### src/rtl/simon_pkg.sv
// Shared types and constants for the Simon sequence player: colours, players,
// playback FSM states, sequence-word layout and the LFSR polynomial.
package simon_pkg;

  typedef enum logic [1:0] {
    GREEN  = 2'd0,
    YELLOW = 2'd1,
    RED    = 2'd2,
    BLUE   = 2'd3
  } color_e;

  typedef enum logic [1:0] {
    P1 = 2'd0,
    P2 = 2'd1
  } player_e;

  typedef enum logic [1:0] {
    S_IDLE = 2'd0,
    S_ON   = 2'd1,
    S_OFF  = 2'd2,
    S_DONE = 2'd3
  } state_e;

  localparam int SEQ_W        = 6;
  localparam int SEQ_COL_LSB  = 0;
  localparam int SEQ_LAMP_BIT = 2;
  localparam int SEQ_STEP_LSB = 3;

  // Taps 16,14,13,11 map to register bits 15,13,12,10.
  localparam logic [15:0] LFSR_TAPS    = 16'hB400;
  localparam logic [15:0] DEFAULT_SEED = 16'hACE1;

  function automatic logic [15:0] lfsr_next(input logic [15:0] s);
    return {s[14:0], ^(s & LFSR_TAPS)};
  endfunction

endpackage

### src/rtl/lfsr16_module.sv
// Free-running 16-bit Fibonacci LFSR, shifting left every clock.
module lfsr16_module
  import simon_pkg::*;
#(
  parameter logic [15:0] SEED = DEFAULT_SEED
) (
  input  logic        i_clk,
  input  logic        i_rst_n,
  output logic [15:0] o_lfsr
);

  // An all-zero seed would lock the register, so it is substituted.
  localparam logic [15:0] SEED_EFF = (SEED == 16'd0) ? DEFAULT_SEED : SEED;

  logic [15:0] r_lfsr;

  always_ff @(posedge i_clk or negedge i_rst_n) begin
    if (!i_rst_n) r_lfsr <= SEED_EFF;
    else          r_lfsr <= lfsr_next(r_lfsr);
  end

  assign o_lfsr = r_lfsr;

endmodule

### src/rtl/sequence_player_module.sv
// Builds per-player random colour sequences and replays one of them as
// timed lamp-on / lamp-off sequence words for the LED display stage.
module sequence_player_module
  import simon_pkg::*;
#(
  parameter int          MAX_LEN    = 32,
  parameter int          ON_CYCLES  = 100_000_000,
  parameter int          OFF_CYCLES = 40_000_000,
  parameter logic [15:0] LFSR_SEED  = 16'hACE1
) (
  input  logic       i_clk,
  input  logic       i_rst_n,
  input  logic [1:0] i_player,
  input  logic       i_append,
  input  logic       i_clear,
  input  logic       i_start,
  output logic [1:0] o_player,
  output logic [5:0] o_seq_p1,
  output logic [5:0] o_seq_p2,
  output logic       o_busy,
  output logic       o_done,
  output logic [5:0] o_count_p1,
  output logic [5:0] o_count_p2
);

  localparam int MAXC = (ON_CYCLES > OFF_CYCLES) ? ON_CYCLES : OFF_CYCLES;
  localparam int TW   = (MAXC > 1) ? $clog2(MAXC) : 1;
  localparam int AW   = (MAX_LEN > 1) ? $clog2(MAX_LEN) : 1;
  localparam logic [TW-1:0] ON_LAST  = TW'(ON_CYCLES - 1);
  localparam logic [TW-1:0] OFF_LAST = TW'(OFF_CYCLES - 1);
  localparam logic [5:0]    MAX_CNT  = 6'(MAX_LEN);

  state_e          r_state, w_next_state;
  logic [TW-1:0]   r_timer;
  logic [4:0]      r_step;
  logic [5:0]      r_len;
  logic [1:0]      r_player;
  logic [5:0]      r_count_p1, r_count_p2;
  logic [1:0]      r_mem_p1 [MAX_LEN];
  logic [1:0]      r_mem_p2 [MAX_LEN];

  logic [15:0]     w_lfsr;
  logic            w_unused_lfsr;
  logic            w_idle, w_player_ok, w_start_ok, w_clear_ok, w_append_ok;
  logic [5:0]      w_sel_count;
  logic            w_on_last, w_off_last, w_last_step;
  logic            w_show, w_lamp;
  color_e          w_col;
  logic [SEQ_W-1:0] w_word;

  lfsr16_module #(.SEED(LFSR_SEED)) u_lfsr (
    .i_clk   (i_clk),
    .i_rst_n (i_rst_n),
    .o_lfsr  (w_lfsr)
  );
  assign w_unused_lfsr = ^w_lfsr[15:2];

  assign w_idle      = (r_state == S_IDLE);
  assign w_player_ok = ~i_player[1];
  assign w_sel_count = i_player[0] ? r_count_p2 : r_count_p1;
  assign w_start_ok  = w_idle & i_start & w_player_ok;
  assign w_clear_ok  = w_idle & i_clear;
  // Start and clear both win over an append issued in the same cycle.
  assign w_append_ok = w_idle & i_append & w_player_ok & ~i_clear & ~w_start_ok
                       & (w_sel_count < MAX_CNT);

  assign w_on_last   = (r_timer == ON_LAST);
  assign w_off_last  = (r_timer == OFF_LAST);
  assign w_last_step = ({1'b0, r_step} == (r_len - 6'd1));

  always_ff @(posedge i_clk or negedge i_rst_n) begin
    if (!i_rst_n) r_state <= S_IDLE;
    else          r_state <= w_next_state;
  end

  always_comb begin
    w_next_state = r_state;
    o_busy       = 1'b0;
    o_done       = 1'b0;
    w_show       = 1'b0;
    w_lamp       = 1'b0;
    case (r_state)
      S_IDLE: begin
        if (w_start_ok) w_next_state = (w_sel_count == 6'd0) ? S_DONE : S_ON;
      end
      S_ON: begin
        o_busy = 1'b1;
        w_show = 1'b1;
        w_lamp = 1'b1;
        if (w_on_last) w_next_state = S_OFF;
      end
      S_OFF: begin
        o_busy = 1'b1;
        w_show = 1'b1;
        if (w_off_last) w_next_state = w_last_step ? S_DONE : S_ON;
      end
      S_DONE: begin
        o_done       = 1'b1;
        w_next_state = S_IDLE;
      end
      default: w_next_state = S_IDLE;
    endcase
  end

  always_ff @(posedge i_clk or negedge i_rst_n) begin
    if (!i_rst_n) begin
      r_timer    <= '0;
      r_step     <= '0;
      r_len      <= '0;
      r_player   <= '0;
      r_count_p1 <= '0;
      r_count_p2 <= '0;
    end else begin
      case (r_state)
        S_IDLE: begin
          if (w_start_ok) begin
            r_player <= i_player;
            r_len    <= w_sel_count;
            r_step   <= '0;
            r_timer  <= '0;
          end
        end
        S_ON: r_timer <= w_on_last ? '0 : r_timer + 1'b1;
        S_OFF: begin
          if (w_off_last) begin
            r_timer <= '0;
            if (!w_last_step) r_step <= r_step + 5'd1;
          end else begin
            r_timer <= r_timer + 1'b1;
          end
        end
        default: ;
      endcase

      if (w_clear_ok) begin
        r_count_p1 <= '0;
        r_count_p2 <= '0;
      end else if (w_append_ok) begin
        if (i_player[0]) r_count_p2 <= r_count_p2 + 6'd1;
        else             r_count_p1 <= r_count_p1 + 6'd1;
      end
    end
  end

  // Colour storage is not reset; only the counts define valid contents.
  always_ff @(posedge i_clk) begin
    if (w_append_ok) begin
      if (i_player[0]) r_mem_p2[r_count_p2[AW-1:0]] <= w_lfsr[1:0];
      else             r_mem_p1[r_count_p1[AW-1:0]] <= w_lfsr[1:0];
    end
  end

  assign w_col  = color_e'((r_player == 2'(P2)) ? r_mem_p2[r_step[AW-1:0]]
                                                : r_mem_p1[r_step[AW-1:0]]);
  assign w_word = {r_step[2:0], w_lamp, w_col};

  assign o_seq_p1   = (w_show && r_player == 2'(P1)) ? w_word : '0;
  assign o_seq_p2   = (w_show && r_player == 2'(P2)) ? w_word : '0;
  assign o_player   = r_player;
  assign o_count_p1 = r_count_p1;
  assign o_count_p2 = r_count_p2;

endmodule

### config.mk
export PLATFORM = sky130hd
export DESIGN_NAME = sequence_player_module
export DESIGN_NICKNAME = d
export VERILOG_FILES = /design/src/rtl/simon_pkg.sv /design/src/rtl/lfsr16_module.sv /design/src/rtl/sequence_player_module.sv
export SDC_FILE = /design/constraint.sdc
export NUM_CORES = 1
export LEC_CHECK = 0
export CAP_MARGIN = 20
export CELL_PAD_IN_SITES_DETAIL_PLACEMENT = 1
export CELL_PAD_IN_SITES_GLOBAL_PLACEMENT = 1
export CORE_MARGIN = 2
export CORE_UTILIZATION = 39
export DETAILED_ROUTE_END_ITERATION = 10
export PLACE_DENSITY_LB_ADDON = 0.1
export REMOVE_ABC_BUFFERS = 1
export SLEW_MARGIN = 20
export SYNTH_ARGS = -nofsm -noshare
export SYNTH_HDL_FRONTEND = slang
export SYNTH_HIERARCHICAL = 1
export SYNTH_SLANG_ARGS = --single-unit
### constraint.sdc
create_clock -name i_clk -period 4 [get_ports i_clk]
set_clock_uncertainty 0.2 [all_clocks]
set_input_delay 0.6 -clock i_clk [delete_from_list [all_inputs] [get_ports i_clk]]
set_output_delay 0.6 -clock i_clk [all_outputs]
set_load 0.02 [all_outputs]
Yosys cells after proc, flatten, opt, wreduce, memory -nomap -nowiden
Memory sizes are Yosys's and may differ from the RTL's.
Cells that the tools add are included.

cells by class
  equality and inequality tests = 12
  multiplexer cells = 33
  order comparisons = 1
  reductions and logical operators = 17
  add/sub/neg operators = 5
  bitwise gates (word level) = 11

operators with widths
  operator               count
  $mux 27                3
  $pmux 27 s3            1
  $mux 6                 9
  $add 27x1->27 const B  1
  $eq 27x26->1 const B   1
  $eq 27x27->1 const B   1
  $reduce_xor 16->1      1
  $mux 5                 3
  $add 6x1->6 const B    2
  $mux 2                 6
  $pmux 5 s2             1
  $mux 1                 9
  $and 1x1->1            8
  $pmux 2 s4             1
  $reduce_and 2->1       4
  $eq 5x6->1             1
  $logic_not 6->1        1
  $lt 6x6->1 const B     1
  $ne 2x2->1 const B     3
  $reduce_bool 2->1      3
  $sub 6x1->6 const B    1
  $add 5x1->5 const B    1
  $eq 2x1->1 const B     2
  $eq 2x2->1 const B     2
  8 further kinds        13

storage, ports and cells
  memories = 2
  register bits = 70
  logic and storage cells = 89
  output and inout port bits = 28
  input bits = 7
  RAM bits = 128

memories
  name      depth  bits a word  read ports  clocked after Yosys merged registers in  write ports  line                          source
  r_mem_p1  32     2            1           0                                        1            sequence_player_module.sv:39  logic [1:0] r_mem_p1 [MAX_LEN];
  r_mem_p2  32     2            1           0                                        1            sequence_player_module.sv:40  logic [1:0] r_mem_p2 [MAX_LEN];

Logic depth before layout (Yosys ltp)
Gate-level depths: netlist of run 1.

  word-level depth = 8
  gate-level depth with buffers = 10
  depth with buffers taken out = 8

Cells and area by module
Netlist of run 1, hierarchy kept.

by module, submodules not included
  module                  area each (µm²)  instances  cells each
  sequence_player_module  8,597.0          1          666
  lfsr16_module           436.7            1          19

Worst setup path after synthesis of run 1
No wires, ideal clock.

  kind = register -> output
  from = register r_step[0]
  to = output o_seq_p1[0]
  stages on the path, launching flop included = 9
  required time = 3.200 ns
  arrival time = 2.220 ns
  setup slack = 0.980 ns
  path buffers = 3
  cell sequence = dfrtp_1 > buf_2 > buf_1 > clkbuf_1 > mux2i_1 > o221ai_1 > a21oi_1 > o21ai_0 > and3_1

between the ends
  cells in the longest elaborated chain, start to end = 3

RTL lines
  item                             line                           source
  start: declaration               sequence_player_module.sv:35   logic [4:0] r_step;
  start signal: assignment         sequence_player_module.sv:127  if (!w_last_step) r_step <= r_step + 5'd1;
  $mem_v2 32x2 (on tied branches)  --
  $mux 2 (*)                       sequence_player_module.sv:153  assign w_col = color_e'((r_player == 2'(P2)) ? r_mem_p2[r_step[AW-1:0]]
  $mux 6 (*)                       sequence_player_module.sv:157  assign o_seq_p1 = (w_show && r_player == 2'(P1)) ? w_word : '0;
  end: declaration                 sequence_player_module.sv:18   output logic [5:0] o_seq_p1,

Every way passes the cells marked *; elsewhere a longest branch is shown, timed or not.

Worst setup path after layout of run 1
  from = register r_step[2]
  to = output o_seq_p2[1]

between the ends
  cells in the longest elaborated chain, start to end = 3

RTL lines
  item                             line                           source
  $mem_v2 32x2 (on tied branches)  --
  $mux 2 (*)                       sequence_player_module.sv:153
  $mux 6 (*)                       sequence_player_module.sv:158  assign o_seq_p2 = (w_show && r_player == 2'(P2)) ? w_word : '0;
  end: declaration                 sequence_player_module.sv:19   output logic [5:0] o_seq_p2,

Marks and branches as above.

==> out/results.ini, run 1 <==
[outcome]
outcome=complete, no violations

[timing]
hold_viol_final=0
slew_headroom_pct=41.3
fin_tns_setup_ns=0
clock.fmax_mhz=267
worst-slew-pin-transition_ns=0.875
post-route-period-util_pct=93.6
period_needed_ns=3.74
rsz0062_at_grt=false
holdWs_ns=0.153
maxSlewViolCount=0
setup_viol=0

[clock_tree]
cts_tree=done
path_clk_slew_ns=0.07
clock-root-buffer=clkbuf_16
clock_latency_ns=0.44
cts_inserted_buffers=17
clock-sinks=198
cts_setup_buffers=0
clk_path_buf_depth=2
htreeDepth=4

[cells_and_area]
drive_gt1_share_pct=15.5
area_growth_pct=14.0
final_common_cell=edfxtp_1
nets=752
final_cell_mix=edfxtp_1, nor2_1, dfrtp_1, nand2_1, clkdlybuf4s50_1
diodes=0
final_area_um2=10300

[floorplanning]
die-area_um2=24400
coreArea_um2=22700
rows=55
die_h_um=156
initial_core_util_pct=39.8
die_x_um=156
ios=35

[power]
power_density_nw_per_um2=513
leakage_uw=0.00388
ir_worst_vdd_mv=0.351

[min_path]
worst_hold_startpoint=u_lfsr/o_lfsr[3]$_DFF_PN0_
whs_path_depth=0
holdPathEnd=u_lfsr/o_lfsr[4]$_DFF_PN0_
hp-class=reg -> reg

[global_route]
grt_pass1_wl_um=36200
grt_max_degree=66
gr-total-overflow=0
antenna_found_initial=0
grt_pass1_vias=6122
grt_usage_pct=19.9

[route]
final_antenna_net_count=0
drc=0
via_per_inst=5.48
via_count=5621
routed_wl_um=22600
wire_per_inst_um=22.1
drtIter0Drc=337
dr.pass1.iters=4

[synthesis]
avgSynthCellArea_um2=13.2
synth_warnings=6
syn_area_um2=9030
synth_cell_types=66
async_flop_share_pct=35.4
ys_seq_area_share_pct=62.0
ys_ff_latch=198
synth_edf_count=128
synth_ff_type=edfxtp_1
synth_cells=685

[place]
placed_area_um2=9720
dp_hpwl_um=15400
io_buffers=34
place.gp.congestion=0.748

[setup_path]
cp-end-kind=output port
crit_path_max_fanout=13
critPathRequiredTime_ns=3.20
r2r-start=r_timer[10]$_DFFE_PN0P_
critPathLaunch=r_step[2]$_DFFE_PN0P_
rr_worst_depth=6
setup.worst_path.start_class=register
reg2reg_slack_ns=0.68
arrival_ns=2.94
criticalPathCategory=reg -> out
reg2reg_to=r_timer[25]$_DFFE_PN0P_

[flow_run]
maxCapViolCount=0

==> per-layer routing <==
metal / GRT usage (%) / share of wire, % / wire [um]
met1: 28.1 / 46 / 10300
met2: 32.2 / 48 / 11000
met3: 3.56 / 5.1 / 1160
met4: 4.37 / 0.66 / 149
met5: 0 / 0 / 0
==> flip-flops by register name (all words and copies together) (netlist names), 5 cells and up <==
register and cells:
o_count_p1 6, r_mem_p1 64, r_step 5, u_lfsr/o_lfsr 16, o_count_p2 6, r_len 6
r_mem_p2 64, r_timer 27
==> worst max-delay path by stage <==
stage                             end  slack, ns
after floorplan           o_seq_p2[1]       0.21
after global placement    o_seq_p1[1]       0.63
after detailed placement  o_seq_p1[1]       0.56
after CTS                 o_seq_p1[1]       0.08
after global routing      o_seq_p2[1]       0.06
final                     o_seq_p2[1]       0.26
==> what timing repair did <==
action                                 CTS  global route
resized for setup                        0             1
endpoints found under the hold margin    7             0
hold buffers                             1             0
setup endpoints to repair                0             2
==> cell usage after synthesis, types with 3 or more instances <==
library cell	instances	area (um2)
o31ai_1	3	22.5
nand4_1	16	100
nor2b_1	5	31.3
nor3b_1	3	22.5
dfstp_2	8	210
ha_1	17	213
nor3_1	10	50.1
nand2_1	35	131
and3_1	9	56.3
a211oi_1	5	37.5
or3b_2	4	35.0
and2_1	13	81.3
or2_2	5	31.3
a21oi_1	11	55.1
nor2_2	7	43.8
dfrtp_1	62	1550
edfxtp_1	128	3840
or3_1	3	18.8
nand3b_1	5	37.5
xnor2_1	13	114
clkbuf_1	20	75.1
o21ai_1	3	15.0
nor4_1	4	25.0
nand3_1	12	60.1
or4_1	7	52.6
o21ai_0	24	120
inv_1	15	56.3
a22o_1	8	70.1
nor2_1	105	394
mux2i_1	31	310
mux4_2	25	563
buf_6	3	33.8
o221ai_1	5	43.8
buf_1	6	22.5
xor2_1	13	114
mux2_2	3	33.8
o22ai_1	3	18.8
==> cell type report <==
cell class              count  area, um2
flip-flops and latches    198       5610
multi-input cells         440       3210
clock buffers              19        458
inverters                  16       60.1
fillers                  2315      12400
clock inverters            13        106
well taps                 285        357
repair buffers             55        495
==> critical path, cell delays in order, from the launching register on <==
cell and delay, ns:
dfrtp_1 0.76, nand3_1 0.40, o221ai_1 0.35, a21oi_1 0.08
o21ai_0 0.10, o211a_1 0.22, clkdlybuf4s50_1 0.61
==> per-stage QoR <==
step	util [%]	setup WS, ns	total power, uW	cells
2_1_floorplan	-	0.208	3120	654
3_3_place_gp	42.8	0.631	3620	993
3_5_place_dp	42.8	0.560	3670	993
4_1_cts	45.3	0.0753	5350	1026
5_1_grt	45.4	0.0593	5540	1026
6_report	45.4	0.257	5280	1026
==> report_power, final <==
group | switching, uW | internal [uW] | total (uW)
logic | 753 | 514 | 1270
registers | 133 | 2210 | 2340
clock network | 812 | 861 | 1670
total | 1700 | 3580 | 5280
==> cells by family (layout without fill, tap and decap cells) <==
kind of cell | Yosys count | in the layout | share of synthesized area (%)
buffers and inverters | 47 | 103 | 2.40
AO/OA/AOI/OAI | 78 | 78 | 5.82
multiplexers | 59 | 59 | 10.0
XOR/XNOR | 26 | 26 | 2.52
flip-flops | 198 | 198 | 62.0
adder cells (fa/ha/maj) | 17 | 17 | 2.35
AND/OR/NAND/NOR | 260 | 260 | 14.8
(Power assumes the default switching activity.)
==> inputs of run 2 (changes only) <==
- MAX_ROUTING_LAYER: not set -> met4
==> run 2 against run 1 <==
  * Largest power group unchanged
  * Via count down 0.12%
  * Final area unchanged
  * Sequential cell count did not move
  * Cell count is the same
==> out/results.ini, run 2 (same netlist as run 1, synthesis figures left out) <==
[global_route]
grt_pass1_wl_um=36200
gr-total-overflow=0
grt_usage_pct=20.5
grt_pass1_vias=6102
antenna_found_initial=0
grt_max_degree=66

[cells_and_area]
final_area_um2=10300
diodes=0
nets=752
final_cell_mix=edfxtp_1, nor2_1, dfrtp_1, nand2_1, clkdlybuf4s50_1
fillers=2315
final_common_cell=edfxtp_1
drive_gt1_share_pct=15.5
area_growth_pct=14.0

[floorplanning]
coreArea_um2=22700
die-area_um2=24400
die_x_um=156
rows=55
ios=35
initial_core_util_pct=39.8
die_h_um=156

[clock_tree]
cts_inserted_buffers=17
clock-sinks=198
path_clk_slew_ns=0.07
clk_path_buf_depth=2
htreeDepth=4
clock-root-buffer=clkbuf_16
cts_tree=done
clock_latency_ns=0.44
cts_setup_buffers=0

[route]
wire_per_inst_um=22.1
via_count=5614
drtIter0Drc=367
final_antenna_net_count=0
via_per_inst=5.47
drc=0
dr.pass1.iters=4
routed_wl_um=22700

[timing]
clock.fmax_mhz=267
post-route-period-util_pct=93.5
rsz0062_at_grt=false
fin_tns_setup_ns=0
setup_viol=0
slew_headroom_pct=41.3
maxSlewViolCount=0
hold_viol_final=0
worst-slew-pin-transition_ns=0.875
period_needed_ns=3.74

[place]
place.gp.congestion=0.758
placed_area_um2=9720
dp_hpwl_um=15400
io_buffers=34

[setup_path]
reg2reg_to=r_timer[25]$_DFFE_PN0P_
criticalPathCategory=reg -> out
reg2reg_slack_ns=0.68
arrival_ns=2.94
cp-end-kind=output port
critPathRequiredTime_ns=3.20
crit_path_max_fanout=13
critPathLaunch=r_step[2]$_DFFE_PN0P_
endpoint=o_seq_p2[1]
rr_worst_depth=6
setup.worst_path.start_class=register
r2r-start=r_timer[10]$_DFFE_PN0P_

[power]
leakage_uw=0.00388
power_density_nw_per_um2=512
ir_worst_vdd_mv=0.352

[outcome]
outcome=complete, no violations

[flow_run]
maxCapViolCount=0

[min_path]
hp-class=reg -> reg

## run 2: report_power, final
part | switching, uW | internal (uW) | total [uW]
sequential | 134 | 2210 | 2340
combinational | 752 | 515 | 1270
clock | 807 | 861 | 1670
total | 1690 | 3580 | 5270
## run 2: worst max-delay path: stages, from the launching register on
cell             delay [ns]
dfrtp_1                0.76
nand3_1                0.41
o221ai_1               0.35
a21oi_1                0.07
o21ai_0                0.10
o211a_1                0.21
clkdlybuf4s50_1        0.61
## run 2: final cells by class
class / count / area [um2] / area share [%]
sequential: 198 / 5610 / 54.5
inverter: 16 / 60.1 / 0.583
multi-input combinational: 440 / 3210 / 31.2
clock inverter: 13 / 106 / 1.03
clock buffer: 19 / 458 / 4.45
tap: 285 / 357 / 3.46
timing repair buffer: 55 / 495 / 4.81
## run 2: worst min path at each step
stage	from	to	slack, ns	cells after the start
floorplan	i_rst_n	o_count_p1[0]$_DFFE_PN0P_	0.10	0
CTS	u_lfsr/o_lfsr[3]$_DFF_PN0_	u_lfsr/o_lfsr[4]$_DFF_PN0_	0.15	0
detailed placement	u_lfsr/o_lfsr[3]$_DFF_PN0_	u_lfsr/o_lfsr[4]$_DFF_PN0_	0.14	0
global placement	u_lfsr/o_lfsr[9]$_DFF_PN0_	u_lfsr/o_lfsr[10]$_DFF_PN1_	0.14	0
finish	u_lfsr/o_lfsr[3]$_DFF_PN0_	u_lfsr/o_lfsr[4]$_DFF_PN0_	0.15	0
global route	u_lfsr/o_lfsr[3]$_DFF_PN0_	u_lfsr/o_lfsr[4]$_DFF_PN0_	0.16	0
## run 2: metal layers
| metal | routed length, um | vias to the layer above | GRT usage (%) |
|---|---|---|---|
| li1 | - | 2613 | - |
| met1 | 10400 | 2894 | 28.2 |
| met2 | 11200 | 96 | 32.2 |
| met3 | 877 | 11 | 3.50 |
| met4 | 152 | 0 | 4.37 |
| met5 | 0 | - | - |
## run 2: stage by stage
step	hold WS [ns]	cells	power, uW	setup slack, ns	util (%)
after CTS	0.154	1026	5350	0.0753	45.3
final	0.155	1026	5270	0.258	45.4
after floorplan	0.104	654	3120	0.208	-
after detailed placement	0.139	993	3670	0.560	42.8
after global routing	0.155	1026	5550	0.0593	45.4
after global placement	0.137	993	3620	0.631	42.8
## run 2: what timing repair did
action	CTS	global route
endpoints found under the setup margin	0	2
gates resized for setup	0	1
hold endpoints to repair	7	0
hold buffers	1	0
==> inputs of run 3 (changes only) <==
- CAP_MARGIN: 20 -> 5
- PLACE_DENSITY: not set -> 0.64
- PLACE_DENSITY_LB_ADDON: 0.1 -> not set
==> run 3 against run 2 <==
  * Via count up 2.7%
  * Non-clock buffer count up 1
  * Fmax down 1.4%
==> out/results.ini, run 3 (same netlist as run 1, synthesis figures left out) <==
[power]
ir_worst_vdd_mv=0.480
swShare_pct=31.3
clkPwrFrac_pct=32.7
internal-power_uw=3660
power_density_nw_per_um2=515
combPwrFrac_pct=23.3
finalPower_uw=5330
p_switching_uw=1670
leakage_uw=0.00388
pwr-share-seq_pct=44.0

[cells_and_area]
nets=753
utilization_pct=45.5
multi_input_area_um2=3210
drive_gt1_share_pct=15.8
diodes=0
fillers=2328
final_cell_mix=edfxtp_1, nor2_1, dfrtp_1, nand2_1, clkdlybuf4s50_1
area_growth_pct=14.5
ff_latch_area_um2=5620
final_common_cell=edfxtp_1
final_area_um2=10300

[timing]
maxSlewViolCount=0
setup_viol=0
rsz0062_at_grt=false
hold_viol_final=0
fin_tns_setup_ns=0
post-route-period-util_pct=94.9
holdWs_ns=0.155
worst-slew-pin-transition_ns=0.745
slew_headroom_pct=50.2
clock.fmax_mhz=263
period_needed_ns=3.80

[place]
io_buffers=34
dp_hpwl_um=15400
placed_area_um2=9730
place.gp.congestion=0.812

[floorplanning]
initial_core_util_pct=39.8
ios=35
die_h_um=156
die_x_um=156
coreArea_um2=22700
rows=55
die-area_um2=24400

[route]
wire_per_inst_um=21.9
via_per_inst=5.61
drc=0
routed_wl_um=22500
via_count=5766
final_antenna_net_count=0
drtIter0Drc=312
dr.pass1.iters=4

[clock_tree]
clock-root-buffer=clkbuf_16
clk_path_buf_depth=2
clock-sinks=198
cts_setup_buffers=0
path_clk_slew_ns=0.07
cts_tree=done
cts_inserted_buffers=17
htreeDepth=4
clock_latency_ns=0.43

[outcome]
outcome=complete, no violations

[global_route]
antenna_found_initial=0
grt_pass1_wl_um=35600
grt_max_degree=66
gr-total-overflow=0
grt_pass1_vias=6195
grt_usage_pct=20.0

[min_path]
whs_path_depth=0
hp-class=reg -> reg

[setup_path]
rr_worst_depth=6
setup.worst_path.start_class=register
criticalPathCategory=reg -> out
crit_path_max_fanout=16
arrival_ns=3.00
cp-end-kind=output port
critPathRequiredTime_ns=3.20

[flow_run]
maxCapViolCount=0

==> run 3: layout make-up <==
class	count	area share (%)
Sequential cell	198	54.3
Multi-Input combinational cell	440	31.1
Timing Repair Buffer	56	4.86
Clock buffer	17	4.11
Tap cell	285	3.45
Clock inverter	15	1.63
Inverter	16	0.581
==> run 3: routing by layer <==
metal | GRT usage [%] | wire length (um) | up-vias
met5 | - | 0 | -
met2 | 32.4 | 11200 | 110
met3 | 4.19 | 799 | 24
met4 | 5.64 | 402 | 0
met1 | 25.7 | 10100 | 3002
li1 | - | - | 2630
==> run 3: critical path: stages, from the launching register on <==
cell	delay, ns
dfrtp_4	0.64
buf_4	0.23
buf_4	0.19
mux2i_1	0.24
o22ai_1	0.12
a211oi_1	0.27
o21ai_0	0.14
and3_1	0.21
clkdlybuf4s50_1	0.53
==> run 3: metrics by stage <==
step / setup slack [ns] / instances
CTS: 0.0459 / 1027
global placement: 0.625 / 994
global route: 0.0278 / 1027
finish: 0.204 / 1027
detailed placement: 0.509 / 994
floorplan: 0.208 / 654
==> run 3: path summary, 6_finish.rpt <==
check                                        endpoint                       start  slack (ns)
setup / recovery                          o_seq_p1[1]       r_step[0]$_DFFE_PN0P_        0.20
hold / removal             u_lfsr/o_lfsr[9]$_DFF_PN0_  u_lfsr/o_lfsr[8]$_DFF_PN0_        0.16
setup reg to reg              r_timer[25]$_DFFE_PN0P_     r_timer[10]$_DFFE_PN0P_        0.70
hold reg to reg            u_lfsr/o_lfsr[9]$_DFF_PN0_  u_lfsr/o_lfsr[8]$_DFF_PN0_        0.16
max in group asynchronous       r_step[0]$_DFFE_PN0P_                     i_rst_n        2.39
min in group asynchronous      r_timer[3]$_DFFE_PN0P_                     i_rst_n        0.37
==> run 3: timing repair <==
action | in CTS | in global routing
endpoints found under the setup margin | 0 | 4
endpoints found under the hold margin | 10 | 0
resized for setup | 0 | 3
hold buffers | 1 | 0
==> run 3: power groups by stage <==
stage | combinational [uW] | clock, uW | sequential, uW
finish | 1240 | 1740 | 2340
global placement | 1210 | 0 | 2380
global route | 1350 | 1870 | 2360
detailed placement | 1250 | 0 | 2390
CTS | 1260 | 1790 | 2340
floorplan | 717 | 0 | 2410
